File: src/rtl/uart_pkg.sv
// Shared constants and state encoding for the buffered UART transmitter.
package uart_pkg;

    // 24 MHz system clock divided down to 4800 baud.
    localparam int CLK_DIV_DEFAULT = 5000;

    // Bit-times per frame: start + 8 data + stop.
    localparam int FRAME_BITS = 10;

    typedef enum logic [2:0] {
        WARMUP,
        IDLE,
        START,
        DATA,
        STOP
    } state_t;

endpackage

File: src/rtl/uart_fifo.sv
// Single-clock byte FIFO with first-word-fall-through read data.
// Pointers wrap modulo DEPTH, so DEPTH must be a power of two.
module uart_fifo
    import uart_pkg::*;
#(
    parameter int DEPTH = 4
) (
    input  logic                     clk,
    input  logic                     res,
    input  logic                     push,
    input  logic                     pop,
    input  logic [7:0]               wr_data,
    output logic [7:0]               rd_data,
    output logic                     full,
    output logic                     empty,
    output logic [$clog2(DEPTH):0]   count
);

    localparam int PTR_W = $clog2(DEPTH);
    localparam int CNT_W = $clog2(DEPTH) + 1;

    logic [7:0]       mem [DEPTH];
    logic [PTR_W-1:0] wr_ptr;
    logic [PTR_W-1:0] rd_ptr;
    logic             do_push;
    logic             do_pop;

    // A push into a full FIFO or a pop from an empty one is ignored.
    assign full    = (count == CNT_W'(DEPTH));
    assign empty   = (count == '0);
    assign do_push = push && !full;
    assign do_pop  = pop && !empty;
    assign rd_data = mem[rd_ptr];

    // Pointer and occupancy bookkeeping; push+pop together leaves count unchanged.
    always_ff @(posedge clk) begin
        // NOTE: sequential state uses non-blocking (<=) so every register samples pre-edge values.
        if (res) begin
            wr_ptr <= '0;
            rd_ptr <= '0;
            count  <= '0;
        end else begin
            if (do_push) wr_ptr <= wr_ptr + 1'b1;
            if (do_pop)  rd_ptr <= rd_ptr + 1'b1;
            case ({do_push, do_pop})
                2'b10:   count <= count + 1'b1;
                2'b01:   count <= count - 1'b1;
                default: count <= count;
            endcase
        end
    end

    // Storage write port.
    always_ff @(posedge clk) begin
        // NOTE: the array is deliberately not reset; occupancy is tracked by count, so stale contents are never read as valid.
        if (do_push) mem[wr_ptr] <= wr_data;
    end

endmodule

File: src/rtl/uart_txer_buf.sv
// Buffered 8N1 UART transmitter: byte FIFO in front of a frame sequencer.
// After reset the line is held idle for IDLE_BITS bit-times before any frame.
module uart_txer_buf
    import uart_pkg::*;
#(
    parameter int CLK_DIV   = CLK_DIV_DEFAULT,
    parameter int IDLE_BITS = 12,
    parameter int DEPTH     = 4
) (
    input  logic       clk,
    input  logic       res,
    input  logic [7:0] data_in,
    input  logic       en_data_in,
    output logic       TX,
    output logic       full,
    output logic       busy,
    output logic       overflow
);

    localparam int WARM_CYC = CLK_DIV * IDLE_BITS;
    localparam int TIMER_W  = (WARM_CYC > 1) ? $clog2(WARM_CYC) : 1;
    localparam int CNT_W    = $clog2(DEPTH) + 1;

    localparam logic [TIMER_W-1:0] BIT_LAST  = TIMER_W'(CLK_DIV - 1);
    localparam logic [TIMER_W-1:0] WARM_LAST = TIMER_W'(WARM_CYC - 1);

    state_t             state;
    state_t             state_next;
    logic [TIMER_W-1:0] timer;
    logic [TIMER_W-1:0] timer_next;
    logic [2:0]         bit_idx;
    logic [2:0]         bit_next;
    logic [7:0]         shreg;
    logic [7:0]         shreg_next;

    logic               push;
    logic               pop;
    logic               fifo_empty;
    logic [7:0]         head;
    logic [CNT_W-1:0]   fifo_count;

    // Full is sampled before this cycle's pop, so a write while full is dropped.
    assign push = en_data_in && !full;
    assign busy = (state != IDLE);

    uart_fifo #(
        .DEPTH (DEPTH)
    ) u_fifo (
        .clk     (clk),
        .res     (res),
        .push    (push),
        .pop     (pop),
        .wr_data (data_in),
        .rd_data (head),
        .full    (full),
        .empty   (fifo_empty),
        .count   (fifo_count)
    );

    // FSM state, bit timer, bit index and shift register.
    always_ff @(posedge clk) begin
        if (res) begin
            state   <= WARMUP;
            timer   <= '0;
            bit_idx <= '0;
            shreg   <= '0;
        end else begin
            state   <= state_next;
            timer   <= timer_next;
            bit_idx <= bit_next;
            shreg   <= shreg_next;
        end
    end

    // Next-state logic: sequence warmup, then start/data/stop per byte, chaining frames with no gap.
    always_comb begin
        // NOTE: every output of this block gets a default first so no path leaves it unassigned (no latch).
        state_next = state;
        timer_next = timer + 1'b1;
        bit_next   = bit_idx;
        shreg_next = shreg;
        pop        = 1'b0;

        case (state)
            WARMUP: begin
                if (timer == WARM_LAST) begin
                    state_next = IDLE;
                    timer_next = '0;
                end
            end
            IDLE: begin
                timer_next = '0;
                if (!fifo_empty) begin
                    pop        = 1'b1;
                    shreg_next = head;
                    state_next = START;
                end
            end
            START: begin
                if (timer == BIT_LAST) begin
                    timer_next = '0;
                    bit_next   = '0;
                    state_next = DATA;
                end
            end
            DATA: begin
                if (timer == BIT_LAST) begin
                    timer_next = '0;
                    shreg_next = {1'b0, shreg[7:1]};
                    bit_next   = bit_idx + 1'b1;
                    if (bit_idx == 3'd7) state_next = STOP;
                end
            end
            STOP: begin
                if (timer == BIT_LAST) begin
                    timer_next = '0;
                    if (!fifo_empty) begin
                        pop        = 1'b1;
                        shreg_next = head;
                        state_next = START;
                    end else begin
                        state_next = IDLE;
                    end
                end
            end
            default: begin
                state_next = WARMUP;
                timer_next = '0;
            end
        endcase
    end

    // Registered line driver and drop indicator; TX trails the state by one cycle.
    always_ff @(posedge clk) begin
        if (res) begin
            TX       <= 1'b1;
            overflow <= 1'b0;
        end else begin
            overflow <= en_data_in && full;
            case (state)
                START:   TX <= 1'b0;
                DATA:    TX <= shreg[0];
                default: TX <= 1'b1;
            endcase
        end
    end

    // Occupancy can never exceed the FIFO size.
    a_count_bound : assert property (@(posedge clk) disable iff (res) fifo_count <= CNT_W'(DEPTH));

endmodule

File: config.mk
export PLATFORM = sky130hd
export DESIGN_NAME = uart_txer_buf
export DESIGN_NICKNAME = d
export VERILOG_FILES = /design/src/rtl/uart_pkg.sv /design/src/rtl/uart_fifo.sv /design/src/rtl/uart_txer_buf.sv
export SDC_FILE = /design/constraint.sdc
export NUM_CORES = 1
export LEC_CHECK = 0
export ABC_AREA = 1
export ABC_CLOCK_PERIOD_IN_PS = 5200
export BUFFER_PORTS_ARGS = -buffer_cell sky130_fd_sc_hd__buf_4
export CAP_MARGIN = 30
export CORE_MARGIN = 2
export CORE_UTILIZATION = 35
export CTS_CLUSTER_DIAMETER = 120
export DETAILED_ROUTE_END_ITERATION = 8
export HOLD_SLACK_MARGIN = 0.05
export SLEW_MARGIN = 25
export SYNTH_ARGS = -nofsm -noshare
export SYNTH_HDL_FRONTEND = slang
export SYNTH_HIERARCHICAL = 1
export SYNTH_SLANG_ARGS = --single-unit
File: constraint.sdc
create_clock -name clk -period 5.2 [get_ports clk]
set_input_delay 1.04 -clock clk [delete_from_list [all_inputs] [get_ports clk]]
set_output_delay 1.04 -clock clk [all_outputs]
set_load 0.05 [all_outputs]
==> metrics.md, run 1 <==
| Metric | Value |
|---|---|
| Largest cells by area after synthesis | `edfxtp_1 (28%), dfxtp_1 (24%), nor2_1 (6.7%)` |
| Setup TNS | `0 ns` |
| Register area | `0.00178 mm²` |
| Design Area, Final | `0.00380 mm²` |
| Most common cell on crit path | `inv_1` |
| Crit path launch | `timer[0]` |
| Setup bufs post-CTS | `0` |
| Largest net degree at the start of global routing | `21` |
| Final Hold Viols | `0` |
| CTS Buf Count | `9` |
| Post-CTS sizing | `0` |
| Status | `finished, final reports clean` |
| FILL cells | `921` |
| CP bufs+invs | `5` |
| Wire per inst | `11.1 µm` |
| Pwr Density | `403 mW/mm²` |
| Placed Area | `0.00359 mm²` |
| Clock buffer depth | `2` |
| Die width | `103 µm` |
| Syn_nets | `407` |
| Residual DRC | `0` |
| FF-to-FF path depth | `18` |
| RSZ-0062 raised after global routing | `false` |
| I/O pin cnt | `15` |
| Vias | `2447` |
| Area leader, netlist | `edfxtp_1` |
| Fmax | `411 MHz` |
| Crit-path max FO | `5` |
| Synthesized area | `0.00340 mm²` |
| Vias per cell | `4.54` |
| Sequential share of power | `45.6%` |
| HP Class | `register to register` |
| Worst Setup EP | `u_fifo/count[2]` |
| Max Slew Vio Count | `0` |
| # hold bufs at CTS | `0` |
| Max incr delay on CP | `0.38 ns` |
| YS warnings | `6` |
| Worst R2R Setup Slack | `2.76 ns` |
| Cell Int Power | `1010 µW` |
| Post-route ant nets | `0` |
| Drt pass-1 iters | `4` |
| Slew @ Worst Pin | `0.666 ns` |
| DRT iter0 DRCs | `134` |
| Clk_skew | `0.0110 ns` |
| Worst Setup Start Kind | `register` |
| Net Sw Frac | `34.2%` |
| CTS tree | `yes` |
| First-pass GRT wire length | `10500 µm` |
| Kind of cell adding the most delay to the critical path | `adder cells` |
| Routed wire length | `5980 µm` |
| Maximum vdd drop | `199 µV` |
| Register bit total from synthesis | `73` |
| Seq/Total Area, Yosys | `52.4%` |
| Area occupied by multi-input gates | `0.00134 mm²` |
| Worst-path clk slew | `0.08 ns` |
| Critical path class | `register to register` |
| Final nets | `425` |
| Total global routing overflow | `0` |
| CP max stage cell | `fa_1` |
| Final Setup Violations | `0` |
| CTS root buf | `clkbuf_8` |
| Slew HR | `55.4%` |
| Initial Util | `36.5%` |
| CP Capture Type | `register` |
| Clock Power Share | `30.6%` |
| Clk_lat worst skew | `0.36 ns` |
| Cells after Synth | `387` |
| Die H | `103 µm` |
| Cell Rows | `35` |
| Combinational share of power | `23.8%` |
| Worst path cell trace | `ha_1 > nand2_1 > inv_1 > nand2_1 > nor2_1 > nand2_2 > o22ai_1 > inv_1 > nor2_1 > ha_1 > inv_1 > fa_1 > inv_1 > nand2_1 > nand3_1 > nand2_1 > inv_1 > nor2_1` |
| Worst EP arrival | `2.70 ns` |
| IO Port Bufs | `14` |
| Switch Pwr | `525 µW` |
| CP Depth | `18` |
| MaxCap Viol Count | `0` |
| DP HPWL | `4340 µm` |
| Crit path required time | `5.46 ns` |
| Ant diodes | `0` |
| GRT Overall Usage | `13.0%` |
| Mean Syn Cell Area | `8.79 µm²` |
| Tmin final | `2.44 ns` |
| Area grow syn2layout | `11.9%` |
| CTS sink count | `73` |
| H-tree depth | `3` |
| Total Die Area | `0.0105 mm²` |
| Core Area | `0.00933 mm²` |
| Initial antenna violation count | `0` |
| Tcrit/Tclk final | `46.8%` |
| Area share of the largest cell type after synthesis | `28.3%` |
| Routability cong. | `0.835` |
| LEAKAGE | `0.00148 µW` |
| Worst R2R End | `u_fifo/count[2]` |
| Critical R2R Launch | `timer[0]` |
| Share of cells above drive strength 1 | `16.6%` |
| Library cells used by synthesis | `31` |
| Vias in the first global route | `2388` |
==> cells in the final DEF, fill, tap and decap left out, types with 2 or more instances in the layout <==
cell and n:
a21oi_1 16, a21oi_2 3, and3_1 2, buf_4 14, clkbuf_8 9, clkinv_4 2, dfxtp_1 41, edfxtp_1 32
ha_1 8, inv_1 49, inv_2 5, inv_8 2, nand2_1 56, nand2_2 8, nand3_1 17, nand3_2 3
nand4_1 2, nor2_1 61, nor2_2 12, nor3_1 2, o21ai_0 29, o21ai_1 6, o21ai_2 4, o22ai_1 9
xnor2_1 2, xor2_1 6
==> synthesized netlist by cell type, drive strengths merged <==
library cell and n:
inv 54, and3 2, nor3 2, nand3b 1, nand2 64, xnor2 2
fa 1, a21oi 19, xor2 6, a31oi 1, buf 7, nand3 20
nor2 74, o21bai 1, o22ai 9, o21ai 39, nand4 4, dfxtp 41
ha 8, edfxtp 32
==> per-layer routing <==
layer | track usage, % | vias to the layer above | wire length (µm)
met4 | 4.51 | 0 | 89
li1 | - | 1299 | -
met1 | 16.3 | 1111 | 2960
met3 | 4.07 | 8 | 176
met5 | 0 | - | 0
met2 | 21.2 | 29 | 2750
==> cell families (layout without fill, tap and decap cells) <==
logic type,count (synthesis),in the layout,share of synthesized area [%]
AOI/OAI and AO/OA,69,69,11.4
and+or+nand+nor,167,167,22.6
adders and majority gates,9,9,3.53
DFF,73,73,52.4
xor gates and xnor gates,8,8,2.06
buffers and inverters,61,84,8.09
==> registers in the layout, indices dropped and copies added, names as in the netlist, named ones only <==
signal         cells
TX                 1
bit_idx            3
overflow           1
shreg              8
state              3
timer             16
u_fifo/count       3
u_fifo/mem        32
u_fifo/rd_ptr      2
u_fifo/wr_ptr      2
==> per-stage QoR <==
stage / utilization [%] / power [µW] / worst slack [ns] / std cells / hold slack (ns)
2_1_floorplan: - / 1020 / 2.91 / 387 / 0.423
3_3_place_gp: 38.5 / 1070 / 2.70 / 523 / 0.435
3_5_place_dp: 38.5 / 1080 / 2.65 / 523 / 0.440
4_1_cts: 40.8 / 1550 / 2.77 / 539 / 0.458
5_1_grt: 40.8 / 1630 / 2.43 / 539 / 0.474
6_report: 40.8 / 1530 / 2.76 / 539 / 0.455
==> worst min path at each step <==
stage | start | end | slack (ns) | depth (start not counted)
2_1_floorplan | timer[0] | timer[0] | 0.42 | 1
3_3_place_gp | shreg[4] | shreg[4] | 0.44 | 2
3_5_place_dp | timer[0] | timer[0] | 0.44 | 1
4_1_cts | timer[0] | timer[0] | 0.46 | 1
5_1_grt | timer[0] | timer[0] | 0.47 | 1
6_report | timer[0] | timer[0] | 0.45 | 1
==> cell type report <==
type | instances | share of cell area (%)
timing repair buffer | 14 | 2.76
clock buffer | 9 | 3.26
sequential | 73 | 46.8
tap | 129 | 4.24
multi-input combinational | 253 | 35.3
inverter | 54 | 5.33
clock inverter | 7 | 2.27
==> power groups by stage <==
stage | Clock (µW) | Combinational, µW | Sequential [µW]
floorplan | 0 | 313 | 707
global placement | 0 | 359 | 711
detailed placement | 0 | 367 | 712
CTS | 481 | 369 | 699
global route | 506 | 419 | 707
finish | 469 | 366 | 699
Power figures use the tool's default switching activity.
==> run 2, diff against run 1 <==
ABC_AREA = 0   (was 1)
ABC_CLOCK_PERIOD_IN_PS = 2400   (was 5200)
clock period = 2.4 ns   (was 5.2 ns; I/O delays follow)
==> run 2 against run 1 <==
  * The flow now finishes with violations (setup timing)
  * Final cell count shrank 15%
  * Critical path depth down 5
  * Flip-flop and latch count did not move
  * Highest routed layer unchanged
==> metrics.md, run 2 <==
| Metric | Value |
|---|---|
| GRT Overall Usage | `13.7%` |
| Worst-path clk slew | `0.09 ns` |
| Syn_nets | `305` |
| Top flop regs | `u_fifo/mem x32, timer x16, shreg x8` |
| Worst R2R End | `u_fifo/count[2]` |
| FILL cells | `872` |
| H-tree depth | `3` |
| Crit path required time | `2.68 ns` |
| Share of cells above drive strength 1 | `27.8%` |
| Failing checks | `setup timing` |
| CTS root buf | `clkbuf_8` |
| Worst EP arrival | `2.88 ns` |
| Critical path class | `register to register` |
| Die width | `102 µm` |
| Initial Util | `36.1%` |
| CTS sink count | `73` |
| Area leader, netlist | `edfxtp_1` |
| Max reg flops | `32` |
| Final nets | `346` |
| Non-filler cells, final | `460` |
| Fmax | `385 MHz` |
| Mean Syn Cell Area | `11.7 µm²` |
| # hold bufs at CTS | `0` |
| Crit path launch | `timer[1]` |
| Dpl cells | `440` |
| Clk_skew | `0.0155 ns` |
| Design Area, Final | `0.00405 mm²` |
| Largest net degree at the start of global routing | `42` |
| Total Power | `2520 µW` |
| Vias in the first global route | `2273` |
| HP Class | `primary input to register` |
| DRT iter0 DRCs | `120` |
| Initial antenna violation count | `0` |
| Drt pass-1 iters | `4` |
| YS warnings | `6` |
| Tcrit/Tclk final | `108%` |
| Commonest non-fill, non-tap cell in the layout | `buf_4` |
| CP Capture Type | `register` |
| Prevailing post-synth register cell | `dfxtp_1` |
| Smallest setup slack after layout | `-0.199 ns` |
| Final Hold Viols | `0` |
| RSZ-0062 raised after global routing | `true` |
| Cells after Synth | `285` |
| Vias | `2328` |
| Commonest non-fill, non-tap cells in the layout | `buf_4 (46), dfxtp_1 (39), edfxtp_1 (32), a211oi_1 (16), a21oi_1 (14)` |
| CTS tree | `yes` |
| Total Die Area | `0.0103 mm²` |
| EDFF count, synth | `32` |
| FF-to-FF path depth | `13` |
| Worst R2R Setup Slack | `-0.20 ns` |
| Slew @ Worst Pin | `0.552 ns` |
| Area grow syn2layout | `21.2%` |
| Total global routing overflow | `0` |
| Area share of the largest cell type after synthesis | `28.8%` |
| Seq/Total Area, Yosys | `53.4%` |
| Area occupied by multi-input gates | `0.00151 mm²` |
| Worst path cell trace | `ha_4 > nor4b_4 > nand4_1 > nor3b_2 > o21a_1 > o31ai_2 > inv_1 > ha_2 > inv_2 > fa_2 > xor2_1 > or3_1 > a21oi_1` |
| Ys async rst share | `0%` |
| Library cells used by synthesis | `53` |
| Core Area | `0.00924 mm²` |
| Crit-path max FO | `2` |
| Routed wire length | `6470 µm` |
| CP Depth | `13` |
| First-pass GRT wire length | `11000 µm` |
| LEAKAGE | `0.00142 µW` |
| Clk_lat worst skew | `0.35 ns` |
| Kind of cell adding the most delay to the critical path | `simple AND/OR/NAND/NOR gates` |
| Max Slew Vio Count | `0` |
| Post-route ant nets | `0` |
| Tmin final | `2.60 ns` |
| Worst Setup EP | `u_fifo/count[2]` |
| Clock buffer depth | `2` |
| Placed Area | `0.00379 mm²` |
| MaxCap Viol Count | `0` |
| I/O pin cnt | `15` |
| Register area | `0.00178 mm²` |
| Routability cong. | `0.773` |
| Final Setup Violations | `2` |
| Pwr Density | `622 mW/mm²` |
| CP max stage cell | `dfxtp_2` |
| Residual DRC | `0` |
| Max incr delay on CP | `0.36 ns` |
| Largest cells by area after synthesis | `edfxtp_1 (29%), dfxtp_1 (25%), mux4_2 (5.4%)` |
| Top cells by count, synth | `dfxtp_1 (41), edfxtp_1 (32), a211oi_1 (16)` |
| Post-layout util | `43.8%` |
| Slew HR | `63.2%` |
| Maximum vdd drop | `571 µV` |
| Ant diodes | `0` |
| Most common cell in the netlist | `dfxtp_1` |
| Cell Rows | `35` |
| Register bit total from synthesis | `73` |
| Critical R2R Launch | `timer[1]` |
| IO Port Bufs | `14` |
| Status | `complete, but fails checks` |
| Vias per cell | `5.06` |
| CTS Buf Count | `9` |
| DP HPWL | `4330 µm` |
| Most flop-heavy register | `u_fifo/mem` |
| Wire per inst | `14.1 µm` |
| Synthesized area | `0.00334 mm²` |
| Worst Setup Start Kind | `register` |
| CP bufs+invs | `2` |
| Die H | `102 µm` |
-- run 2: cell count changes in the layout (fill, tap and decap cells not counted), sizes merged, moves of 9 or more --
cell | previous run | this run
o22ai | 9 | 0
a211oi | 0 | 17
nor3 | 2 | 13
nand2 | 64 | 10
inv | 57 | 15
buf | 14 | 46
o21ai | 39 | 8
nand3 | 20 | 9
nor2 | 74 | 11
-- run 2: how the worst min path moves through the flow --
stage	start	endpoint	slack, ns	cells past startpoint
floorplan	shreg[0]	TX	0.44	1
global placement	shreg[0]	TX	0.46	1
detailed placement	shreg[0]	TX	0.46	1
CTS	data_in[2]	u_fifo/mem[3][2]	0.30	1
global route	data_in[2]	u_fifo/mem[2][2]	0.30	1
finish	data_in[3]	u_fifo/mem[3][3]	0.32	1
-- run 2: worst reg2reg max path, cell delays in order, from the launching register on --
cell	delay, ns
dfxtp_2	0.36
ha_4	0.13
nor4b_4	0.19
nand4_1	0.19
nor3b_2	0.22
o21a_1	0.16
o31ai_2	0.08
inv_1	0.07
ha_2	0.18
inv_2	0.04
fa_2	0.33
xor2_1	0.16
or3_1	0.31
a21oi_1	0.12
-- run 2: layout make-up --
| class | instances | share of cell area, % |
|---|---|---|
| multi-input cells | 185 | 37.3 |
| clock inverters | 7 | 2.04 |
| flip-flops and latches | 73 | 44.1 |
| inverters | 11 | 1.02 |
| well taps | 129 | 3.99 |
| clock buffers | 9 | 3.06 |
| repair buffers | 46 | 8.53 |
-- run 2: what timing repair did --
item                                   4_1_cts  5_1_grt
setup buffers                                3        1
gates cloned                                 0        0
setup endpoints to repair                    2        2
pin swaps                                    3        5
resized for setup                            2        2
endpoints found under the hold margin        0        0
-- run 2: power by group --
part | internal, µW | switching [µW] | total, µW
Sequential | 1340 | 24.0 | 1360
Clock | 498 | 508 | 1010
Combinational | 69.8 | 84.0 | 154
Total | 1900 | 616 | 2520
-- run 2: metal layers --
layer | global-route usage (%) | vias up | part of all wire [%]
met4 | 4.99 | 0 | 1.1
li1 | - | 1157 | -
met1 | 18.1 | 1133 | 47
met2 | 21.8 | 32 | 49
met5 | 0 | - | 0
met3 | 3.66 | 6 | 2.9
-- run 2: cell families after synthesis --
logic type | share of synthesized area [%]
compound gates | 11.6
simple gates | 16.6
buf+inv | 3.45
fa+ha+maj | 3.60
mux | 7.79
xor+xnor | 3.67
flops | 53.4
-- run 2: stage by stage --
step                hold slack, ns  setup TNS, ns  setup slack [ns]
global placement             0.458         -0.253            -0.187
floorplan                    0.437         -0.324            -0.226
detailed placement           0.462         -0.335            -0.243
CTS                          0.299         -0.239            -0.204
global route                 0.299         -0.552            -0.341
finish                       0.318         -0.239            -0.199
